## config.mk

```make
export PLATFORM = sky130hd
export DESIGN_NAME = seq_bcd_display_flat
export DESIGN_NICKNAME = d
export VERILOG_FILES = /design/src/rtl/seq_bcd_display_if.sv /design/src/rtl/seq_bcd_display.sv /design/src/flat_wrapper.sv
export SDC_FILE = /design/constraint.sdc
export NUM_CORES = 1
export LEC_CHECK = 0
export CAP_MARGIN = 0
export CORE_UTILIZATION = 60
export CTS_CLUSTER_SIZE = 25
export DETAILED_ROUTE_END_ITERATION = 8
export GPL_TIMING_DRIVEN = 0
export PLACE_DENSITY = 0.94
export SYNTH_ARGS = -nofsm -noshare
export SYNTH_HDL_FRONTEND = slang
export SYNTH_SLANG_ARGS = --single-unit
```

## constraint.sdc

```tcl
create_clock -name clk -period 4.8 [get_ports clk]
set_clock_uncertainty 0.05 [all_clocks]
set_input_delay 0.48 -clock clk [delete_from_list [all_inputs] [get_ports clk]]
set_output_delay 0.48 -clock clk [all_outputs]
set_load 0.005 [all_outputs]
```

## src/rtl/seq_bcd_display_if.sv

```systemverilog
// Handshake and result bus for the sequential binary-to-display converter.
// The master requests conversions; the slave (the converter) returns results.
interface seq_bcd_display_if #(
  parameter int WIDTH  = 8,
  parameter int DIGITS = 3
);
  logic                  start;
  logic [WIDTH-1:0]      data;
  logic                  hex_mode;
  logic                  blank_lz;
  logic                  busy;
  logic                  done;
  logic                  overflow;
  logic [4*DIGITS-1:0]   bcd;
  logic [7*DIGITS-1:0]   seg;

  modport master (
    output start, data, hex_mode, blank_lz,
    input  busy, done, overflow, bcd, seg
  );

  modport slave (
    input  start, data, hex_mode, blank_lz,
    output busy, done, overflow, bcd, seg
  );
endinterface

```

## src/rtl/seq_bcd_display.sv

```systemverilog
// Sequential binary to BCD/hex converter with seven-segment output.
// Decimal uses one double-dabble step per cycle; hex is a direct load.
module seq_bcd_display #(
  parameter int WIDTH          = 8,
  parameter int DIGITS         = 3,
  parameter bit SEG_ACTIVE_LOW = 1'b1
) (
  input  logic              clk,
  input  logic              rst,
  seq_bcd_display_if.slave  bus
);
  localparam int BW = 4 * DIGITS;
  localparam int CW = $clog2(WIDTH + 1);
  localparam int XW = (WIDTH > BW) ? WIDTH : BW;
  localparam logic [6:0] SEG_BLANK = SEG_ACTIVE_LOW ? 7'h7F : 7'h00;

  typedef enum logic [1:0] {IDLE, SHIFT, LOAD, FINISH} state_t;

  state_t              state, state_next;
  logic [WIDTH-1:0]    shreg;
  logic [BW-1:0]       scratch;
  logic                ovf_sticky;
  logic [CW-1:0]       cnt;
  logic                blz_q;
  logic                done_q;
  logic                ovf_q;
  logic [BW-1:0]       bcd_q;
  logic [7*DIGITS-1:0] seg_q;

  logic                accept;
  logic [BW-1:0]       adj;
  logic [XW:0]         ext;
  logic [7*DIGITS-1:0] seg_next;

  // Active-low {g,f,e,d,c,b,a} glyphs for 0..F.
  function automatic logic [6:0] seg_lut(input logic [3:0] d);
    case (d)
      4'h0: seg_lut = 7'b1000000;
      4'h1: seg_lut = 7'b1111001;
      4'h2: seg_lut = 7'b0100100;
      4'h3: seg_lut = 7'b0110000;
      4'h4: seg_lut = 7'b0011001;
      4'h5: seg_lut = 7'b0010010;
      4'h6: seg_lut = 7'b0000010;
      4'h7: seg_lut = 7'b1111000;
      4'h8: seg_lut = 7'b0000000;
      4'h9: seg_lut = 7'b0010000;
      4'hA: seg_lut = 7'b0001000;
      4'hB: seg_lut = 7'b0000011;
      4'hC: seg_lut = 7'b1000110;
      4'hD: seg_lut = 7'b0100001;
      4'hE: seg_lut = 7'b0000110;
      default: seg_lut = 7'b0001110;
    endcase
  endfunction

  assign accept = (state == IDLE) && bus.start;

  // NOTE: every always_comb output gets a default first so no path leaves it unassigned (no latch).
  always_comb begin
    state_next = state;
    unique case (state)
      IDLE:    if (accept) state_next = bus.hex_mode ? LOAD : SHIFT;
      SHIFT:   if (cnt == CW'(1)) state_next = FINISH;
      LOAD:    state_next = FINISH;
      FINISH:  state_next = IDLE;
      default: state_next = IDLE;
    endcase
  end

  // Add-3 correction applied to every digit before the shift.
  always_comb begin
    adj = scratch;
    for (int k = 0; k < DIGITS; k++) begin
      if (scratch[4*k +: 4] >= 4'd5) adj[4*k +: 4] = scratch[4*k +: 4] + 4'd3;
    end
  end

  // One spare top bit keeps the overflow slice legal when WIDTH <= 4*DIGITS.
  assign ext = (XW + 1)'(shreg);

  always_comb begin
    logic any_nz;
    any_nz   = 1'b0;
    seg_next = '0;
    for (int k = DIGITS - 1; k >= 0; k--) begin
      any_nz = any_nz | (scratch[4*k +: 4] != 4'd0);
      if (blz_q && (k != 0) && !any_nz)
        seg_next[7*k +: 7] = SEG_BLANK;
      else
        seg_next[7*k +: 7] = SEG_ACTIVE_LOW ? seg_lut(scratch[4*k +: 4])
                                            : ~seg_lut(scratch[4*k +: 4]);
    end
  end

  // NOTE: sequential state uses non-blocking assignments so all registers update from pre-edge values.
  always_ff @(posedge clk) begin
    if (rst) begin
      state      <= IDLE;
      shreg      <= '0;
      scratch    <= '0;
      ovf_sticky <= 1'b0;
      cnt        <= '0;
      blz_q      <= 1'b0;
      done_q     <= 1'b0;
      ovf_q      <= 1'b0;
      bcd_q      <= '0;
      seg_q      <= {DIGITS{SEG_BLANK}};
    end else begin
      state  <= state_next;
      done_q <= 1'b0;
      case (state)
        IDLE: if (accept) begin
          shreg      <= bus.data;
          blz_q      <= bus.blank_lz;
          scratch    <= '0;
          ovf_sticky <= 1'b0;
          cnt        <= CW'(WIDTH);
        end
        SHIFT: begin
          scratch    <= {adj[BW-2:0], shreg[WIDTH-1]};
          shreg      <= {shreg[WIDTH-2:0], 1'b0};
          ovf_sticky <= ovf_sticky | adj[BW-1];
          cnt        <= cnt - 1'b1;
        end
        LOAD: begin
          scratch    <= ext[BW-1:0];
          ovf_sticky <= |ext[XW:BW];
        end
        FINISH: begin
          bcd_q  <= scratch;
          seg_q  <= seg_next;
          ovf_q  <= ovf_sticky;
          done_q <= 1'b1;
        end
        default: ;
      endcase
    end
  end

  assign bus.busy     = (state != IDLE);
  assign bus.done     = done_q;
  assign bus.overflow = ovf_q;
  assign bus.bcd      = bcd_q;
  assign bus.seg      = seg_q;
endmodule

```

## src/flat_wrapper.sv

```systemverilog
// flat-port wrapper written by rule: the top's interface ports become plain ports
module seq_bcd_display_flat 
#(
  parameter int WIDTH          = 8,
  parameter int DIGITS         = 3,
  parameter bit SEG_ACTIVE_LOW = 1'b1
)
  (clk, rst, bus_start, bus_data, bus_hex_mode, bus_blank_lz, bus_busy, bus_done, bus_overflow, bus_bcd, bus_seg);
  seq_bcd_display_if #(.WIDTH(WIDTH), .DIGITS(DIGITS)) bus_i ();
  input  logic clk;
  input  logic rst;
  input wire logic [$bits(bus_i.start)-1:0] bus_start;
  input wire logic [$bits(bus_i.data)-1:0] bus_data;
  input wire logic [$bits(bus_i.hex_mode)-1:0] bus_hex_mode;
  input wire logic [$bits(bus_i.blank_lz)-1:0] bus_blank_lz;
  output wire logic [$bits(bus_i.busy)-1:0] bus_busy;
  output wire logic [$bits(bus_i.done)-1:0] bus_done;
  output wire logic [$bits(bus_i.overflow)-1:0] bus_overflow;
  output wire logic [$bits(bus_i.bcd)-1:0] bus_bcd;
  output wire logic [$bits(bus_i.seg)-1:0] bus_seg;
  assign bus_i.start = bus_start;
  assign bus_i.data = bus_data;
  assign bus_i.hex_mode = bus_hex_mode;
  assign bus_i.blank_lz = bus_blank_lz;
  assign bus_busy = bus_i.busy;
  assign bus_done = bus_i.done;
  assign bus_overflow = bus_i.overflow;
  assign bus_bcd = bus_i.bcd;
  assign bus_seg = bus_i.seg;
  seq_bcd_display #(.WIDTH(WIDTH), .DIGITS(DIGITS), .SEG_ACTIVE_LOW(SEG_ACTIVE_LOW)) u_core (.clk(clk), .rst(rst), .bus(bus_i));
endmodule
```

* Word-level counts from Yosys, hierarchy flattened
Memories as Yosys holds them, arrays and structs flattened. A register that Yosys moved wholly into a read port is not among the register bits.
Cells that the tools add are included.
** Storage, ports and cells
- Bits in registers :: 63
- Memory bits (read-only) :: 336
- Input port bits :: 13
- Word-level logic and storage cells :: 65
- Memories kept :: 3
** Cells by class
- Add/subtract/negate cells :: 4
- $lt $le $gt $ge :: 3
- Eq/ne operators :: 6
- Muxes and demuxes :: 22
- Bitwise operators :: 2
- Reductions and logical operators :: 15
** Memory list
- (no name shown) :: depth 16, bits a word 7, rd ports 1, clocked after memory_dff 1, wr ports 0, RTL line seq_bcd_display.sv:37 : case (d)
- (no name shown) :: depth 16, bits a word 7, rd ports 1, clocked after memory_dff 1, wr ports 0, RTL line seq_bcd_display.sv:37
- (no name shown) :: depth 16, bits a word 7, rd ports 1, clocked after memory_dff 1, wr ports 0, RTL line seq_bcd_display.sv:37
** Operator list (count)
- case mux 12 bit (3 select lines) :: 1
- two-way mux 4 bit :: 8
- case mux 8 bit (2 select lines) :: 1
- two-way mux 7 bit :: 2
- adder 4 x 2 -> 4 bit, second input constant :: 3
- >= comparator 4 x 3 -> 1 bit, second input constant :: 3
- two-way mux 12 bit :: 1
- two-way mux 8 bit :: 1
- case mux 2 bit (4 select lines) :: 1
- case mux 4 bit (2 select lines) :: 1
- AND reduction 2 bit :: 4
- nonzero test 4 bit :: 2
- two-way mux 2 bit :: 3
- equality test 2 bit, second input constant :: 2
- equality test 4 x 1 -> 1 bit, second input constant :: 1
- != test 2 x 1 -> 1 bit, second input constant :: 2
- nonzero test 2 bit :: 2
- subtractor 4 x 1 -> 4 bit, second input constant :: 1
- logical AND 1 bit :: 3
- case mux 1 bit (3 select lines) :: 1
- nonzero test 3 bit :: 1
- equality test 2 x 1 -> 1 bit, second input constant :: 1
- zero test 1 bit :: 2
- zero test 2 bit :: 1
- 2 further kinds :: 4

* Longest topological paths before layout
Gate-level depths: netlist of the first run.
- Depth after elaboration :: 6
- Depth in mapped cells :: 15

* Worst setup path before layout of the first run
No wires, ideal clock.
- Path kind :: register to register
- From :: register u_core.state[0]
- To :: register (tool-made name)
- Setup time :: 0.074 ns
- Arrival time :: 2.661 ns
- Slack :: 2.015 ns
- Cell stages (with the launch flop) :: 14
- Path buffers :: 2
- Clock period less this slack :: 2.785 ns
- Cells stage by stage :: dfxtp_1 inv_1 ha_1 buf_6 or2b_1 nand2_1 clkbuf_1 nand2_1 o21ai_0 nor2b_1 inv_1 ha_1 or3_1 a31oi_1
** RTL lines
- start, declared :: RTL line seq_bcd_display.sv:19 : state_t state, state_next;
- start signal, assigned :: RTL line seq_bcd_display.sv:110 : state <= state_next;

==> results.py, run 1 <==
metrics = {
    "timing": {
        "slew_headroom_pct": 30.9,
        "tightest_slew_ns": 1.03,
        "rsz0062_at_grt": "false",
        "hold_ws_ns": 0.421,
        "period_share_pct": 71.6,
        "finalSetupTns_ns": 0,
        "finalCriticalPeriod_ns": 3.44,
        "hold_viol_final": 0,
        "maxSlewViolCount": 0,
        "fmax_mhz": 291,
        "setup_violations": 0,
    },
    "route": {
        "met1Wirelength_um": 4300,
        "drt_iter0_drc": 380,
        "wl_met3_um": 602,
        "vias_per_cell": 6.01,
        "drtPass1Iterations": 9,
        "wl_met2_um": 4700,
        "vias": 3651,
        "drc": 8,
        "highest_layer": "met4",
        "ant_nets": 0,
        "finalWirelength_um": 9840,
        "wl_per_cell_um": 16.2,
    },
    "die": {
        "dieArea_um2": 7070,
        "rows": 29,
        "die_x_um": 84.1,
        "core_um2": 6420,
        "dieHeight_um": 84.1,
        "io_pins": 49,
        "start_util_pct": 62.9,
    },
    "yosys": {
        "synthesis.area_um2": 4040,
        "synthFlopType": "dfxtp_1",
        "synth_top_area_cell": "dfxtp_1",
        "synth_edf_count": 0,
        "netlist.area_leader.share_pct": 38.1,
        "synth.most_common_cell": "dfxtp_1",
        "synth.avg_cell_area_um2": 8.65,
        "synthCells": 467,
        "yosys-top-cells-area": "dfxtp_1 (38%), ha_1 (9.6%), mux2i_1 (8.9%)",
        "synthArstFlopShare_pct": 0,
        "yosysWarnings": 0,
        "ys_ff_latch": 77,
        "yosys-top-cells-count": "dfxtp_1 (77), nor2_1 (68), mux2i_1 (36)",
        "syn_nets": 511,
        "synthDistinctLibCells": 56,
        "seq_area_frac_synth_pct": 38.1,
    },
    "critical_path": {
        "rr_worst_depth": 12,
        "worstPathRequired_ns": 5.03,
        "reg2reg_slack_ns": 1.36,
        "path_class": "register to register",
        "cp.arrival_ns": 3.67,
        "crit_path_end_kind": "register",
        "r2r_start": "u_core.scratch[0]",
        "cp_slowest_stage_delay_ns": 0.53,
        "crit_buf_inv": 3,
        "cp-start-kind": "register",
        "cp_cell_sequence": "clkbuf_1, inv_1, ha_1, nand2b_1, nor4b_1, a211oi_1, o21ai_0, nor2b_1, inv_1, ha_1, or3_1, a31oi_1",
        "cp_max_fo": 8,
        "crit_family": "simple AND/OR/NAND/NOR gates",
        "cp_slowest_cell": "o21ai_0",
    },
    "grt": {
        "antenna_found_initial": 0,
        "grt_max_degree": 13,
        "overflow": 0,
        "grt_pass1_vias": 3446,
        "grt_usage_pct": 28.6,
        "grt_pass1_wl_um": 15900,
    },
    "clock_tree": {
        "cts_buffer_depth": 2,
        "worstSkewPairLatency_ns": 0.36,
        "post_cts_buffers": 0,
        "root_buffer": "clkbuf_8",
        "htree_levels": 3,
        "cts_tree": "yes",
        "postCtsResizedCells": 0,
        "cts_buffers": 9,
        "clkTransAtPathRegs_ns": 0.07,
        "cts.sinks": 77,
        "cts_hold_buf": 0,
    },
    "power_and_ir_drop": {
        "internal_power_uw": 1230,
        "switching_power_uw": 640,
        "p_leak_uw": 0.00184,
        "p_comb_share_pct": 32.1,
        "pwr-share-clk_pct": 25.9,
        "p_sw_share_pct": 34.2,
        "p_per_area_nw_per_um2": 389,
        "ir_drop_mv": 0.217,
        "sequentialPowerShare_pct": 42.0,
    },
    "final_layout": {
        "diodes": 0,
        "drive_gt1_share_pct": 6.79,
        "nets": 570,
        "postLayoutCellArea_um2": 4810,
        "syn_to_final_growth_pct": 19.0,
    },
    "placed_design": {
        "placed_area_um2": 4620,
        "numPortBuffers": 48,
        "gp_congestion": 1.01,
        "dp_hpwl_um": 6930,
    },
    "run": {
        "cap_violations": 0,
    },
    "hold_path": {
        "worstHoldEndpoint": "u_core.bus.seg[8]",
        "hold_class": "register to register",
        "hold_path_depth": 2,
    },
    "status": {
        "status": "complete, but fails checks",
        "violations": "design-rule violations",
    },
}
## power by group through the flow
stage | Clock, uW | Combinational, uW | Sequential [uW]
after floorplan | 0 | 402 | 781
after global placement | 0 | 552 | 791
after detailed placement | 0 | 577 | 795
after CTS | 485 | 589 | 782
after global routing | 515 | 659 | 792
final | 484 | 599 | 785
## logic make-up after synthesis
group	Yosys count	synth area share, %
muxes	41	10.6
and+or+nand+nor	162	19.4
DFF	77	38.1
AOI/OAI and AO/OA	101	16.5
xor gates and xnor gates	2	0.434
adders and majority gates	31	9.60
buffers and inverters	53	5.32
## stage by stage
step           total power (uW)  instances  setup slack, ns  util, %
2_1_floorplan              1180        467             2.01        -
3_3_place_gp               1340        592             1.26     71.9
3_5_place_dp               1370        592             1.18     71.9
4_1_cts                    1860        607             1.42     74.9
5_1_grt                    1970        607             1.10     74.9
6_report                   1870        607             1.36     74.9
## cells in the final DEF, fill, tap and decap left out, types with 3 or more instances in the layout
master	Yosys	final
clkdlybuf4s50_1	0	48
nor2b_1	4	4
clkbuf_1	18	19
clkbuf_8	0	10
a2bb2oi_1	4	4
o22ai_1	10	10
ha_1	31	31
nand4_1	3	3
mux2i_1	36	36
or2_2	10	10
a211oi_1	10	10
nand2b_1	18	18
o311ai_0	3	3
nor3b_1	3	3
a22oi_1	5	5
or3_1	3	3
a21oi_1	26	26
buf_1	7	7
inv_1	25	25
o21ai_0	16	16
dfxtp_1	77	77
nand3_1	9	9
nor2_1	68	68
nor3_1	8	8
mux2_2	4	4
nand2_1	25	25
## tightest hold or removal path, stage by stage, from the launching register on
cell	delay (ns)
dfxtp_1	0.32
o22ai_1	0.07
nand2b_1	0.06
## layout make-up
cell class	instances	area (um2)
buffer	28	121
clock buffer	11	141
clock inverter	4	48.8
fill	428	1610
inverter	25	93.8
multi-input combinational	337	2280
sequential	77	1540
tap	77	96.3
timing repair buffer	48	480
## worst max-delay path by stage
stage	from	cells after the start	endpoint
after global routing	u_core.scratch[0]	12	register
final	u_core.scratch[0]	12	register
after CTS	u_core.scratch[0]	12	register
after detailed placement	bus_start	11	register
after floorplan	u_core.state[0]	13	register
after global placement	bus_start	11	register
## per-layer routing
metal	vias up	GRT usage, %
met5	-	0
met4	0	14.7
met3	29	6.03
met2	158	46.3
met1	1724	35.7
li1	1740	-
(Power assumes the default switching activity.)
==> run 2, diff against run 1 <==
--- a/config.mk
+++ b/config.mk
@@ -6,11 +6,11 @@
 export NUM_CORES = 1
 export LEC_CHECK = 0
 export CAP_MARGIN = 0
-export CORE_UTILIZATION = 60
+export CORE_UTILIZATION = 50
 export CTS_CLUSTER_SIZE = 25
 export DETAILED_ROUTE_END_ITERATION = 8
 export GPL_TIMING_DRIVEN = 0
-export PLACE_DENSITY = 0.94
+export PLACE_DENSITY = 0.85
 export SYNTH_ARGS = -nofsm -noshare
 export SYNTH_HDL_FRONTEND = slang
 export SYNTH_SLANG_ARGS = --single-unit
==> constraint.sdc (replaced) <==
create_clock -name clk -period 2.8 [get_ports clk]
set_clock_uncertainty 0.05 [all_clocks]
set_input_delay 0.28 -clock clk [delete_from_list [all_inputs] [get_ports clk]]
set_output_delay 0.28 -clock clk [all_outputs]
set_load 0.005 [all_outputs]
==> run 2 against run 1 <==
Net effect: global-route usage fell by 4.0 points; sequential cell count did not move; total power rose by 82%; via count rose by 1.3%; sequential power rose by 72%; non-clock buffer count rose by 3; sequential share of layout area fell by 1.4 points; maximum frequency rose by 30%; critical path type unchanged; the run now ends clean; register-to-register slack got worse by 1.2 ns.
==> results.py, run 2 (synthesized netlist as in run 1, its figures left out) <==
metrics = {
    "final_layout": {
        "final_cell_mix": "dfxtp_1 (73), nor2_1 (67), clkdlybuf4s50_1 (48)",
        "diodes": 0,
        "fin_cells": 636,
        "syn_to_final_growth_pct": 24.8,
        "nFillCells": 604,
        "multi_input_area_um2": 2410,
        "nets": 573,
        "utilization_pct": 64.9,
        "ff_latch_area_um2": 1550,
        "layout_commonest_cell": "dfxtp_1",
        "drive_gt1_share_pct": 12.4,
    },
    "timing": {
        "fmax_mhz": 379,
        "tightest_slew_ns": 1.05,
        "period_share_pct": 94.3,
        "timing.final.ws_setup_ns": 0.160,
        "finalCriticalPeriod_ns": 2.64,
        "hold_ws_ns": 0.420,
        "maxSlewViolCount": 0,
        "hold_viol_final": 0,
        "setup_violations": 0,
        "slew_headroom_pct": 29.5,
        "rsz0062_at_grt": "false",
    },
    "clock_tree": {
        "cts_buffer_depth": 2,
        "cts_tree": "yes",
        "cts_buffers": 9,
        "worstSkewPairLatency_ns": 0.37,
        "root_buffer": "clkbuf_8",
        "cts_hold_buf": 0,
        "cts.sinks": 77,
        "clkTransAtPathRegs_ns": 0.08,
        "htree_levels": 3,
    },
    "die": {
        "core_um2": 7770,
        "dieArea_um2": 8450,
        "io_pins": 49,
        "start_util_pct": 52.0,
        "die_x_um": 91.9,
        "rows": 32,
        "dieHeight_um": 91.9,
    },
    "route": {
        "drtPass1Iterations": 7,
        "ant_nets": 0,
        "finalWirelength_um": 10200,
        "vias": 3698,
        "drc": 0,
        "drt_iter0_drc": 363,
        "wl_per_cell_um": 16.1,
        "vias_per_cell": 5.81,
    },
    "status": {
        "status": "finished, final reports clean",
    },
    "run": {
        "cap_violations": 0,
    },
    "critical_path": {
        "worstPathRequired_ns": 3.02,
        "cp_slowest_cell": "or3_1",
        "cp_cell_sequence": "inv_1, ha_1, clkbuf_4, nand2_1, or3_1, o311ai_4, inv_1, ha_1, inv_2, nor4_2, a31o_2",
        "crit_path_end_kind": "register",
        "crit_family": "simple AND/OR/NAND/NOR gates",
        "cp.arrival_ns": 2.86,
        "cp_slowest_stage_delay_ns": 0.40,
        "cp_max_fo": 10,
        "cp-start-kind": "register",
        "crit_buf_inv": 4,
        "rr_worst_depth": 11,
        "path_depth": 11,
        "reg2reg_slack_ns": 0.16,
        "path_class": "register to register",
    },
    "grt": {
        "grt_pass1_vias": 3496,
        "grt_usage_pct": 24.6,
        "antenna_found_initial": 0,
        "grt_pass1_wl_um": 16500,
        "grt_max_degree": 15,
        "overflow": 0,
    },
    "power_and_ir_drop": {
        "p_leak_uw": 0.00192,
        "ir_drop_mv": 0.274,
        "p_per_area_nw_per_um2": 674,
        "total_power_uw": 3400,
    },
    "placed_design": {
        "numPortBuffers": 48,
        "place_ws_ns": -0.653,
        "gp_congestion": 0.885,
        "dp_hpwl_um": 6990,
        "dp_cells": 617,
    },
    "hold_path": {
        "hold_path_depth": 2,
        "hold_class": "register to register",
    },
}
-- run 2: worst register-to-register path, cell delays in order (launching register included) --
cell and delay [ns]:
dfxtp_2 0.38, inv_1 0.07, ha_1 0.27, clkbuf_4 0.19, nand2_1 0.16, or3_1 0.40
o311ai_4 0.28, inv_1 0.11, ha_1 0.23, inv_2 0.10, nor4_2 0.06, a31o_2 0.24
-- run 2: power breakdown --
part           internal (uW)  switching, uW
clock                    506            448
sequential              1230            111
combinational            487            612
-- run 2: area by class of cell --
| type | instances | share of cell area [%] |
|---|---|---|
| inverters | 25 | 1.86 |
| multi-input cells | 337 | 47.8 |
| clock inverters | 7 | 1.99 |
| flip-flops and latches | 77 | 30.7 |
| plain buffers | 28 | 2.70 |
| repair buffers | 51 | 9.98 |
| well taps | 102 | 2.53 |
| clock buffers | 9 | 2.46 |
-- run 2: metrics by stage --
step | setup TNS (ns) | area (um2)
6_report | 0 | 5040
3_3_place_gp | -5.19 | 4650
4_1_cts | 0 | 4950
5_1_grt | 0 | 5040
3_5_place_dp | -6.11 | 4650
2_1_floorplan | 0 | 4040
-- run 2: layer usage --
metal	global-route usage, %	wire length, um	vias up
met5	0	0	-
met4	9.24	273	0
met3	5.31	724	21
met2	42.1	5000	157
met1	30.0	4210	1774
li1	-	-	1746
-- run 2: worst paths after layout --
check / startpoint / to
setup / recovery: u_core.state[0] / register
hold / removal: register / u_core.bus.seg[7]
setup reg to reg: u_core.state[0] / register
hold reg to reg: register / u_core.bus.seg[7]
-- run 2: what timing repair did --
| action | 4_1_cts | 5_1_grt |
|---|---|---|
| pin swaps | 2 | 2 |
| setup buffers | 2 | 1 |
| cloned | 0 | 0 |
| setup endpoints to repair | 14 | 14 |
| resized for setup | 16 | 25 |
==> run 3, diff against run 2 <==
--- a/config.mk
+++ b/config.mk
@@ -7,10 +7,11 @@
 export LEC_CHECK = 0
 export CAP_MARGIN = 0
 export CORE_UTILIZATION = 50
-export CTS_CLUSTER_SIZE = 25
+export CTS_CLUSTER_SIZE = 12
 export DETAILED_ROUTE_END_ITERATION = 8
 export GPL_TIMING_DRIVEN = 0
 export PLACE_DENSITY = 0.85
 export SYNTH_ARGS = -nofsm -noshare
 export SYNTH_HDL_FRONTEND = slang
 export SYNTH_SLANG_ARGS = --single-unit
+export TNS_END_PERCENT = 50
==> results of run 3 <==
Final layout, timing and power as in run 2 (identical DEF).
